**config.mk**
```make
export PLATFORM = sky130hd
export DESIGN_NAME = scan_sequencer_flat
export DESIGN_NICKNAME = d
export VERILOG_FILES = /design/src/rtl/scan_sequencer_pkg.sv /design/src/rtl/scan_sequencer_if.sv /design/src/rtl/scan_sequencer.sv /design/src/flat_wrapper.sv
export SDC_FILE = /design/constraint.sdc
export NUM_CORES = 1
export LEC_CHECK = 0
export ABC_AREA = 1
export CAP_MARGIN = 20
export CORE_MARGIN = 10
export CORE_UTILIZATION = 23
export CTS_CLUSTER_DIAMETER = 50
export DETAILED_ROUTE_END_ITERATION = 6
export PLACE_DENSITY = 0.42
export SYNTH_ARGS = -nofsm -noshare
export SYNTH_HDL_FRONTEND = slang
export SYNTH_SLANG_ARGS = --single-unit
export TNS_END_PERCENT = 5
```
**constraint.sdc**
```tcl
create_clock -name clk -period 2.05 [get_ports clk]
set_input_delay 0.3075 -clock clk [delete_from_list [all_inputs] [get_ports clk]]
set_output_delay 0.3075 -clock clk [all_outputs]
set_load 0.05 [all_outputs]
```
**src/rtl/scan_sequencer_pkg.sv**
```systemverilog
// Shared types and sizes for the RDOQ scan-position sequencer.
package scan_pkg;

  localparam int unsigned N_COEF = 256;
  localparam int unsigned IDX_W  = $clog2(N_COEF);
  localparam int unsigned POS_W  = 9;
  localparam int unsigned XY_W   = 4;

  typedef enum logic [1:0] {
    SCAN_DIAG = 2'd0,
    SCAN_HOR  = 2'd1,
    SCAN_VER  = 2'd2
  } scan_type_e;

  typedef enum logic [1:0] {
    IDLE  = 2'd0,
    RUN   = 2'd1,
    FLUSH = 2'd2
  } seq_state_e;

  // Coefficient position as packed in the low byte of a ROM word.
  typedef struct packed {
    logic [XY_W-1:0] x;
    logic [XY_W-1:0] y;
  } pos_t;

  function automatic logic [IDX_W-1:0] step_idx(input logic [IDX_W-1:0] idx,
                                                input logic             rev);
    return rev ? idx - IDX_W'(1) : idx + IDX_W'(1);
  endfunction

endpackage

```
**src/rtl/scan_sequencer_if.sv**
```systemverilog
// Coefficient-position stream from the scan sequencer to the RDOQ cost datapath.
interface scan_sequencer_if;
  import scan_pkg::*;

  logic                 out_valid;
  logic                 out_ready;
  logic [IDX_W-1:0]     out_idx;
  logic [XY_W-1:0]      out_x;
  logic [XY_W-1:0]      out_y;
  logic                 out_last;

  modport master (
    output out_valid, out_idx, out_x, out_y, out_last,
    input  out_ready
  );

  modport slave (
    input  out_valid, out_idx, out_x, out_y, out_last,
    output out_ready
  );
endinterface

```
**src/rtl/scan_sequencer.sv**
```systemverilog
// Walks the external scan-pattern ROM forward or in reverse and streams (idx, x, y).
// Optional SCAN_ABORT_EN adds an abort input and a one-cycle aborted pulse.
module scan_sequencer
  import scan_pkg::*;
(
  input  logic                 clk,
  input  logic                 rst,
  input  logic                 start,
  input  logic [1:0]           scan_type_in,
  input  logic [IDX_W-1:0]     last_idx,
  input  logic                 reverse,
`ifdef SCAN_ABORT_EN
  input  logic                 abort,
  output logic                 aborted,
`endif
  output logic                 busy,
  output logic                 done,
  output logic [1:0]           rom_scan_type,
  output logic [IDX_W-1:0]     rom_addr,
  input  logic [POS_W-1:0]     rom_data,
  scan_sequencer_if.master     out_if
);

  seq_state_e       state_q, state_d;
  logic [IDX_W-1:0] cnt_q, cnt_d;
  scan_type_e       scan_type_q, scan_type_d;
  logic             rev_q, rev_d;
  logic [IDX_W-1:0] last_q, last_d;
  logic             busy_q, busy_d;
  logic             done_q, done_d;
  logic             out_valid_q, out_valid_d;
  logic [IDX_W-1:0] out_idx_q, out_idx_d;
  pos_t             out_pos_q, out_pos_d;
  logic             out_last_q, out_last_d;

  logic             start_acc_c;
  logic             load_c;
  logic             hs_c;
  logic             at_end_c;
  logic [IDX_W-1:0] end_idx_c;
  logic             abort_c;
  logic             unused_rom_msb;

  // busy_q is still high in the done cycle, so a start there is dropped.
  assign start_acc_c    = (state_q == IDLE) && !busy_q && start;
  assign load_c         = (state_q == RUN) && (!out_valid_q || out_if.out_ready);
  assign hs_c           = out_valid_q && out_if.out_ready;
  assign end_idx_c      = rev_q ? IDX_W'(0) : last_q;
  assign at_end_c       = (cnt_q == end_idx_c);
  assign unused_rom_msb = rom_data[POS_W-1];

`ifdef SCAN_ABORT_EN
  logic aborted_q, aborted_d;

  assign abort_c = abort && (state_q != IDLE);

  always_comb begin
    aborted_d = abort_c;
  end

  always_ff @(posedge clk) begin
    if (rst) aborted_q <= 1'b0;
    else     aborted_q <= aborted_d;
  end

  assign aborted = aborted_q;
`else
  assign abort_c = 1'b0;
`endif

  // State register.
  always_ff @(posedge clk) begin
    if (rst) state_q <= IDLE;
    else     state_q <= state_d;
  end

  // Next-state logic.
  always_comb begin
    state_d = state_q;
    case (state_q)
      IDLE:    if (start_acc_c)          state_d = RUN;
      RUN:     if (load_c && at_end_c)   state_d = FLUSH;
      FLUSH:   if (hs_c)                 state_d = IDLE;
      default:                           state_d = IDLE;
    endcase
    if (abort_c) state_d = IDLE;
  end

  // Datapath and output next values.
  always_comb begin
    cnt_d       = cnt_q;
    scan_type_d = scan_type_q;
    rev_d       = rev_q;
    last_d      = last_q;
    done_d      = 1'b0;
    out_valid_d = out_valid_q;
    out_idx_d   = out_idx_q;
    out_pos_d   = out_pos_q;
    out_last_d  = out_last_q;

    case (state_q)
      IDLE: begin
        if (start_acc_c) begin
          scan_type_d = (scan_type_in == 2'd3) ? SCAN_DIAG : scan_type_e'(scan_type_in);
          rev_d       = reverse;
          last_d      = last_idx;
          cnt_d       = reverse ? last_idx : IDX_W'(0);
        end
      end
      RUN: begin
        if (load_c) begin
          out_valid_d = 1'b1;
          out_idx_d   = cnt_q;
          out_pos_d   = pos_t'(rom_data[2*XY_W-1:0]);
          out_last_d  = at_end_c;
          // Holding at the end index keeps a 0..255 walk from wrapping.
          if (!at_end_c) cnt_d = step_idx(cnt_q, rev_q);
        end
      end
      FLUSH: begin
        if (hs_c) begin
          out_valid_d = 1'b0;
          done_d      = 1'b1;
        end
      end
      default: ;
    endcase

    if (abort_c) begin
      out_valid_d = 1'b0;
      done_d      = 1'b0;
    end

    busy_d = (state_d != IDLE) || done_d;
  end

  always_ff @(posedge clk) begin
    if (rst) begin
      cnt_q       <= '0;
      scan_type_q <= SCAN_DIAG;
      rev_q       <= 1'b0;
      last_q      <= '0;
      busy_q      <= 1'b0;
      done_q      <= 1'b0;
      out_valid_q <= 1'b0;
      out_idx_q   <= '0;
      out_pos_q   <= '0;
      out_last_q  <= 1'b0;
    end else begin
      cnt_q       <= cnt_d;
      scan_type_q <= scan_type_d;
      rev_q       <= rev_d;
      last_q      <= last_d;
      busy_q      <= busy_d;
      done_q      <= done_d;
      out_valid_q <= out_valid_d;
      out_idx_q   <= out_idx_d;
      out_pos_q   <= out_pos_d;
      out_last_q  <= out_last_d;
    end
  end

  assign busy             = busy_q;
  assign done             = done_q;
  assign rom_scan_type    = scan_type_q;
  assign rom_addr         = cnt_q;
  assign out_if.out_valid = out_valid_q;
  assign out_if.out_idx   = out_idx_q;
  assign out_if.out_x     = out_pos_q.x;
  assign out_if.out_y     = out_pos_q.y;
  assign out_if.out_last  = out_last_q;

endmodule

```
**src/flat_wrapper.sv**
```systemverilog
// flat-port wrapper written by rule: the top's interface ports become plain ports
module scan_sequencer_flat import scan_pkg::*;
  (clk, rst, start, scan_type_in, last_idx, reverse, busy, done, rom_scan_type, rom_addr, rom_data, out_if_out_valid, out_if_out_idx, out_if_out_x, out_if_out_y, out_if_out_last, out_if_out_ready);
  scan_sequencer_if out_if_i ();
  input  logic clk;
  input  logic rst;
  input  logic start;
  input  logic [1:0] scan_type_in;
  input  logic [IDX_W-1:0] last_idx;
  input  logic reverse;
  output logic busy;
  output logic done;
  output logic [1:0] rom_scan_type;
  output logic [IDX_W-1:0] rom_addr;
  input  logic [POS_W-1:0] rom_data;
  output wire logic [$bits(out_if_i.out_valid)-1:0] out_if_out_valid;
  output wire logic [$bits(out_if_i.out_idx)-1:0] out_if_out_idx;
  output wire logic [$bits(out_if_i.out_x)-1:0] out_if_out_x;
  output wire logic [$bits(out_if_i.out_y)-1:0] out_if_out_y;
  output wire logic [$bits(out_if_i.out_last)-1:0] out_if_out_last;
  input wire logic [$bits(out_if_i.out_ready)-1:0] out_if_out_ready;
  assign out_if_out_valid = out_if_i.out_valid;
  assign out_if_out_idx = out_if_i.out_idx;
  assign out_if_out_x = out_if_i.out_x;
  assign out_if_out_y = out_if_i.out_y;
  assign out_if_out_last = out_if_i.out_last;
  assign out_if_i.out_ready = out_if_out_ready;
  scan_sequencer u_core (.clk(clk), .rst(rst), .start(start), .scan_type_in(scan_type_in), .last_idx(last_idx), .reverse(reverse), .busy(busy), .done(done), .rom_scan_type(rom_scan_type), .rom_addr(rom_addr), .rom_data(rom_data), .out_if(out_if_i));
endmodule
```
==> results of run 1 <==
## area by class of cell
cell class                      count  area (um^2)  share of cell area, %
Clock buffer                        6        82.58                  2.811
Multi-Input combinational cell    225         1120                  38.12
Tap cell                          111        138.9                  4.727
Timing Repair Buffer               60        593.1                  20.19
Inverter                           38        145.1                  4.940
Sequential cell                    41        820.8                  27.94
Clock inverter                      2        37.54                  1.278
## power breakdown
| group | internal [mW] | switching [mW] | total [mW] |
|---|---|---|---|
| Sequential | 0.922 | 0.101 | 1.02 |
| Clock | 0.396 | 0.308 | 0.705 |
| Combinational | 0.463 | 0.861 | 1.32 |
## logic make-up after synthesis
kind of cell / count (synthesis) / share of synthesized area (%)
AOI/OAI and AO/OA: 60 / 14.59
xor gates and xnor gates: 1 / 0.4087
adders and majority gates: 7 / 4.437
buffers and inverters: 46 / 9.457
DFF: 41 / 38.30
and+or+nand+nor: 157 / 32.81
## routing by layer
layer | vias up | track usage [%] | part of all wire (%)
li1 | 1114 | - | -
met4 | 0 | 3.213 | 1.2
met2 | 26 | 16.18 | 48
met1 | 948 | 11.76 | 47
met5 | - | 0 | 0
met3 | 4 | 2.311 | 3.8
## flip-flops by register name, indices dropped and copies added (netlist names)
signal and cells:
u_core.out_if.out_y 4, u_core.busy 1, u_core.rev_q 1, u_core.out_if.out_valid 1, u_core.last_q 8, u_core.out_if.out_last 1
u_core.out_if.out_x 4, u_core.done 1, u_core.out_if.out_idx 8, u_core.rom_addr 8, u_core.state_q 2, u_core.rom_scan_type 2
## per-stage QoR
stage / utilization, % / hold slack [ns] / area [um^2]
floorplan: - / 0.3766 / 2143
global placement: 30.79 / 0.4561 / 2818
detailed placement: 30.79 / 0.4573 / 2818
CTS: 32.10 / 0.4704 / 2938
global route: 32.10 / 0.4999 / 2938
finish: 32.10 / 0.4642 / 2938
## path summary, 6_finish.rpt
check                           from                 endpoint  slack (ns)  depth (start not counted)
max               u_core.rom_addr[2]              rom_addr[2]        0.13                          1
max reg2reg       u_core.rom_addr[2]       u_core.rom_addr[5]        0.32                          9
min reg2reg  u_core.rom_scan_type[1]  u_core.rom_scan_type[1]        0.46                          2
min          u_core.rom_scan_type[1]  u_core.rom_scan_type[1]        0.46                          2
## cell usage after synthesis (3+ instances only)
cell type	n	area [um^2]
inv_1	35	131.4
nand3_1	18	90.09
nand2_1	74	277.8
dfxtp_1	41	820.8
nand3_2	7	70.07
o21ai_0	32	160.2
buf_2	3	15.01
nor2_1	45	168.9
nand2_2	4	25.02
ha_1	6	75.07
a21oi_1	23	115.1
==> load_flow_metrics.sql, run 1 <==
INSERT INTO impl_metrics (metric_group, metric, value, unit) VALUES
('setup_path', 'required_time_reported_for_the_critical_path_endpoint', '1.74', 'ns'),
('global_routing', 'number_of_antenna_violations_at_the_first_check_in_global_routing', '0', ''),
('final_layout', 'areaGrowthSynthToFinish', '37.07', '%'),
('pwr', 'irDropWorstVdd', '0.3194', 'mV'),
('cts', 'cts-hold-fix-buffers', '0', ''),
('setup_path', 'peak_per_stage_delay_on_the_critical_path', '0.86', 'ns'),
('cts', 'clkSlewWorstSetupHoldPaths', '0.09', 'ns'),
('setup_path', 'critPathBufInv', '1', ''),
('floorplan', 'die_w', '116.5', 'um'),
('cts', 'cts_buffer_depth', '2', ''),
('floorplan', 'floorplan.initialDensity', '23.42', '%'),
('pwr', 'power_density', '1039', 'nW/um^2'),
('flow_run', 'cap_violations', '0', ''),
('floorplan', 'total_number_of_placement_rows', '35', ''),
('final_layout', 'final_common_cell', 'nand2_1', ''),
('final_layout', 'fin_cells', '483', ''),
('sta', 'timing.final.setup_violations', '0', ''),
('global_routing', 'global_route_wire_length_before_repair', '10400', 'um'),
('global_routing', 'grt_pass1_vias', '2131', ''),
('sta', 'timing.setup.tns', '0', 'ns'),
('cts', 'clock_tree_from_tritoncts', 'done', ''),
('logic_synthesis', 'synth_sequential_area_ratio', '38.30', '%'),
('cts', 'htree_num_levels', '2', ''),
('cts', 'post-cts-setup-buffers', '0', ''),
('floorplan', 'die_height', '116.5', 'um'),
('placed_design', 'numPortBuffers', '52', ''),
('setup_path', 'cpMaxStageDelayCell', 'clkdlybuf4s50_1', ''),
('sta', 'fin_crit', '1.925', 'ns'),
('placed_design', 'dpl_wire_length', '4837', 'um'),
('logic_synthesis', 'number_of_warnings_printed_during_yosys_synthesis', '0', ''),
('logic_synthesis', 'netlist-cell-type-count', '31', ''),
('global_routing', 'grt_start_max_net_pins', '38', ''),
('routing', 'wl', '6334', 'um'),
('cts', 'cts.sink_count', '41', ''),
('cts', 'post_cts_resize_count', '0', ''),
('routing', 'via_count', '2092', ''),
('setup_path', 'cp-end-kind', 'output port', ''),
('setup_path', 'timing_worst_setup_path_type', 'register to output port', ''),
('final_layout', 'fillers', '997', ''),
('sta', 'fmaxAchievable', '519.6', 'MHz'),
('logic_synthesis', 'ys_seq_elements', '41', ''),
('outcome', 'status', 'finished clean', ''),
('sta', 'setup_slack', '0.1253', 'ns'),
('final_layout', 'final_cell_mix', '74 x nand2_1, 52 x clkdlybuf4s50_1, 45 x nor2_1', ''),
('routing', 'dr.pass1.iters', '4', ''),
('sta', 'worstMarginPinSlew', '0.5314', 'ns'),
('cts', 'clock_insertion_delay_at_the_later_pin_of_the_skew_report', '0.30', 'ns'),
('setup_path', 'family_with_the_most_delay_on_the_worst_path', 'buffers and inverters', ''),
('routing', 'drt-wirelength-per-cell', '13.11', 'um'),
('routing', 'ant_nets', '0', ''),
('final_layout', 'antennaDiodeCount', '0', ''),
('floorplan', 'ioPinCount', '54', ''),
('routing', 'vias_per_cell', '4.331', ''),
('placed_design', 'placedCellCount', '475', ''),
('setup_path', 'cp.arrival', '1.62', 'ns'),
('final_layout', 'finish.net_count', '402', ''),
('sta', 'timing.clock.skew', '0.003545', 'ns'),
('logic_synthesis', 'prevailing_post_synth_register_cell', 'dfxtp_1', ''),
('sta', 'timing_hold_violations_final', '0', ''),
('cts', 'clockRootBuffer', 'clkbuf_8', ''),
('routing', 'drt_first_iter_violations', '87', ''),
('global_routing', 'grt_use_total', '9.623', '%'),
('logic_synthesis', 'postSynthAreaPerCell', '6.870', 'um^2'),
('floorplan', 'floorplan.die_area', '13580', 'um^2'),
('sta', 'unrepaired_setup_endpoints_after_global_routing', 'false', ''),
('pwr', 'overall_power_after_layout', '3.051', 'mW'),
('placed_design', 'finalWeightedCongestion', '0.7575', ''),
('setup_path', 'critical_path_start_type', 'register', ''),
('floorplan', 'core-area', '9153', 'um^2'),
('sta', 'slew_headroom', '64.46', '%'),
('setup_path', 'worstPathCellList', 'clkdlybuf4s50_1', '');
No activity file was read; power rests on OpenSTA's default activity.
==> run 2, diff against run 1 <==
--- a/config.mk
+++ b/config.mk
@@ -8,11 +8,11 @@
 export ABC_AREA = 1
 export CAP_MARGIN = 20
 export CORE_MARGIN = 10
-export CORE_UTILIZATION = 23
+export CORE_UTILIZATION = 45
 export CTS_CLUSTER_DIAMETER = 50
 export DETAILED_ROUTE_END_ITERATION = 6
-export PLACE_DENSITY = 0.42
+export PLACE_DENSITY = 0.72
 export SYNTH_ARGS = -nofsm -noshare
 export SYNTH_HDL_FRONTEND = slang
 export SYNTH_SLANG_ARGS = --single-unit
-export TNS_END_PERCENT = 5
+export TNS_END_PERCENT = 20
==> constraint.sdc (replaced) <==
create_clock -name clk -period 2.05 [get_ports clk]
set_input_delay 0.3075 -clock clk [delete_from_list [all_inputs] [get_ports clk]]
set_output_delay 0.3075 -clock clk [all_outputs]
set_load 0.02 [all_outputs]
==> run 2 against run 1 <==
Effect of this change:
- global-route usage rose by 4.2 points
- clock power is 2% lower
- flip-flop and latch count is the same
- register-to-register slack about the same
- sequential share of layout area rose by 0.90 points
- core utilization is 29 points higher
- non-clock buffer count down 1
- fmax grew 12%
- critical path type is now register to register
==> load_flow_metrics.sql, run 2 (synthesis gave the netlist of run 1 again) <==
INSERT INTO impl_metrics (metric_group, metric, value, unit) VALUES
('outcome', 'status', 'finished clean', ''),
('setup_path', 'family_with_the_most_delay_on_the_worst_path', 'flip-flops', ''),
('placed_design', 'finalWeightedCongestion', '0.8381', ''),
('setup_path', 'worst_r2r_endpoint', 'u_core.rom_addr[7]', ''),
('routing', 'dr.pass1.iters', '4', ''),
('cts', 'cts-hold-fix-buffers', '0', ''),
('floorplan', 'total_number_of_placement_rows', '25', ''),
('worst_hold_path', 'hp-start', 'u_core.rom_scan_type[1]', ''),
('final_layout', 'final_cell_mix', '74 x nand2_1, 52 x clkdlybuf4s50_1, 45 x nor2_1', ''),
('setup_path', 'critical_path_start_type', 'register', ''),
('worst_hold_path', 'whs_path_depth', '2', ''),
('sta', 'timing.final.setup_violations', '0', ''),
('setup_path', 'worst-r2r-setup-slack', '0.33', 'ns'),
('cts', 'clock_tree_from_tritoncts', 'done', ''),
('floorplan', 'core-area', '4661', 'um^2'),
('routing', 'ant_nets', '0', ''),
('floorplan', 'die_height', '89.02', 'um'),
('routing', 'drc', '0', ''),
('global_routing', 'grt_use_total', '13.86', '%'),
('sta', 'timing.clock.skew', '0.006970', 'ns'),
('floorplan', 'floorplan.die_area', '7924', 'um^2'),
('setup_path', 'cp.arrival', '1.92', 'ns'),
('cts', 'post_cts_resize_count', '0', ''),
('floorplan', 'floorplan.initialDensity', '45.99', '%'),
('cts', 'cts.sink_count', '41', ''),
('floorplan', 'ioPinCount', '54', ''),
('sta', 'unrepaired_setup_endpoints_after_global_routing', 'false', ''),
('sta', 'slew_headroom', '69.79', '%'),
('cts', 'htree_num_levels', '2', ''),
('placed_design', 'numPortBuffers', '52', ''),
('setup_path', 'reg2regPathDepth', '10', ''),
('pwr', 'irDropWorstVdd', '0.4682', 'mV'),
('setup_path', 'peak_per_stage_delay_on_the_critical_path', '0.43', 'ns'),
('worst_hold_path', 'hold_path.class', 'register to register', ''),
('setup_path', 'timing_worst_setup_path_type', 'register to register', ''),
('setup_path', 'critical_path_cell_count', '10', ''),
('final_layout', 'antennaDiodeCount', '0', ''),
('placed_design', 'dpl_wire_length', '4030', 'um'),
('routing', 'wl', '5490', 'um'),
('pwr', 'power_density', '985.9', 'nW/um^2'),
('setup_path', 'worstPathCellList', 'buf_4 -> ha_1 -> nand2_1 -> inv_1 -> a21oi_1 -> nand3b_1 -> nand3_1 -> nand2_1 -> a21oi_1 -> nor2_1', ''),
('final_layout', 'areaGrowthSynthToFinish', '32.81', '%'),
('setup_path', 'cp-end-kind', 'register', ''),
('setup_path', 'cp_max_fo', '5', ''),
('sta', 'period_share', '83.81', '%'),
('cts', 'clock_insertion_delay_at_the_later_pin_of_the_skew_report', '0.30', 'ns'),
('sta', 'timing_hold_violations_final', '0', ''),
('placed_design', 'detailed_place.area', '2726', 'um^2'),
('sta', 'fmaxAchievable', '582.0', 'MHz'),
('routing', 'drt-wirelength-per-cell', '12.92', 'um'),
('cts', 'cts_buffer_depth', '2', ''),
('sta', 'fin_crit', '1.718', 'ns'),
('global_routing', 'gr-total-overflow', '0', ''),
('global_routing', 'global_route_wire_length_before_repair', '8818', 'um'),
('setup_path', 'cpMaxStageDelayCell', 'dfxtp_1', ''),
('final_layout', 'fin_cells', '425', ''),
('global_routing', 'grt_start_max_net_pins', '38', ''),
('global_routing', 'number_of_antenna_violations_at_the_first_check_in_global_routing', '0', ''),
('final_layout', 'layout-drive-gt1-share', '9.164', '%'),
('cts', 'clockRootBuffer', 'clkbuf_8', ''),
('setup_path', 'worstSetupStartpoint', 'u_core.rev_q', ''),
('pwr', 'leakage', '1.304', 'nW'),
('final_layout', 'finalInstanceArea', '2846', 'um^2'),
('sta', 'worstMarginPinSlew', '0.4527', 'ns'),
('setup_path', 'crit_end', 'u_core.rom_addr[7]', ''),
('global_routing', 'grt_pass1_vias', '1978', ''),
('flow_run', 'cap_violations', '0', ''),
('routing', 'via_count', '2110', ''),
('cts', 'cts-buffers-inserted', '5', ''),
('final_layout', 'finish.net_count', '401', ''),
('cts', 'clkSlewWorstSetupHoldPaths', '0.09', 'ns'),
('routing', 'drt_first_iter_violations', '156', ''),
('setup_path', 'critPathBufInv', '2', ''),
('cts', 'post-cts-setup-buffers', '0', ''),
('setup_path', 'r2r_start', 'u_core.rev_q', ''),
('floorplan', 'die_w', '89.02', 'um'),
('placed_design', 'placedCellCount', '417', ''),
('final_layout', 'final_common_cell', 'nand2_1', ''),
('setup_path', 'required_time_reported_for_the_critical_path_endpoint', '2.25', 'ns'),
('routing', 'vias_per_cell', '4.965', ''),
('sta', 'timing.final.max_slew_violations', '0', ''),
('sta', 'timing.setup.tns', '0', 'ns');
run 2: changes by cell type in the layout (fill, tap and decap cells not counted), sizes merged:
| cell | previous run | this run |
|---|---|---|
| buf | 8 | 7 |
run 2: layout make-up:
cell class,count,area (um^2)
Tap cell,54,67.56
Inverter,38,145.1
Clock inverter,2,37.54
Multi-Input combinational cell,225,1120
Sequential cell,41,820.8
Timing Repair Buffer,59,573.1
Fill cell,457,1814
Clock buffer,6,82.58
run 2: where the power goes:
group	total, mW	internal, mW	switching, mW
clock	0.691	0.396	0.295
sequential	1.02	0.921	0.0955
combinational	1.10	0.460	0.638
run 2: how the worst min path moves through the flow:
stage                               to
2_1_floorplan   u_core.out_if.out_last
3_3_place_gp    u_core.out_if.out_last
3_5_place_dp   u_core.rom_scan_type[1]
4_1_cts         u_core.out_if.out_last
5_1_grt        u_core.rom_scan_type[1]
6_report       u_core.rom_scan_type[1]
run 2: worst register-to-register path, stage by stage, from the launching register on:
cell	delay, ns
dfxtp_1	0.43
buf_4	0.18
ha_1	0.28
nand2_1	0.11
inv_1	0.04
a21oi_1	0.17
nand3b_1	0.10
nand3_1	0.10
nand2_1	0.05
a21oi_1	0.11
nor2_1	0.05
run 2: per-layer routing:
metal  vias to the layer above  part of all wire, %  GRT usage [%]  wire length (um)
met3                         9                  4.8          2.917               266
met5                         -                    0              0                 0
met2                        46                   51          24.67              2809
met1                       941                   42          15.76              2331
li1                       1114                    -              -                 -
met4                         0                  1.5          5.491                82
run 2: metrics by stage:
stage	hold slack, ns	utilization [%]	setup WS [ns]	total power, mW
global route	0.5067	61.07	0.1503	3.007
floorplan	0.3766	-	0.3549	1.745
finish	0.4719	61.07	0.3318	2.806
detailed placement	0.4586	58.50	0.2955	2.134
CTS	0.4757	61.07	0.3312	2.840
global placement	0.4522	58.50	0.3096	2.118
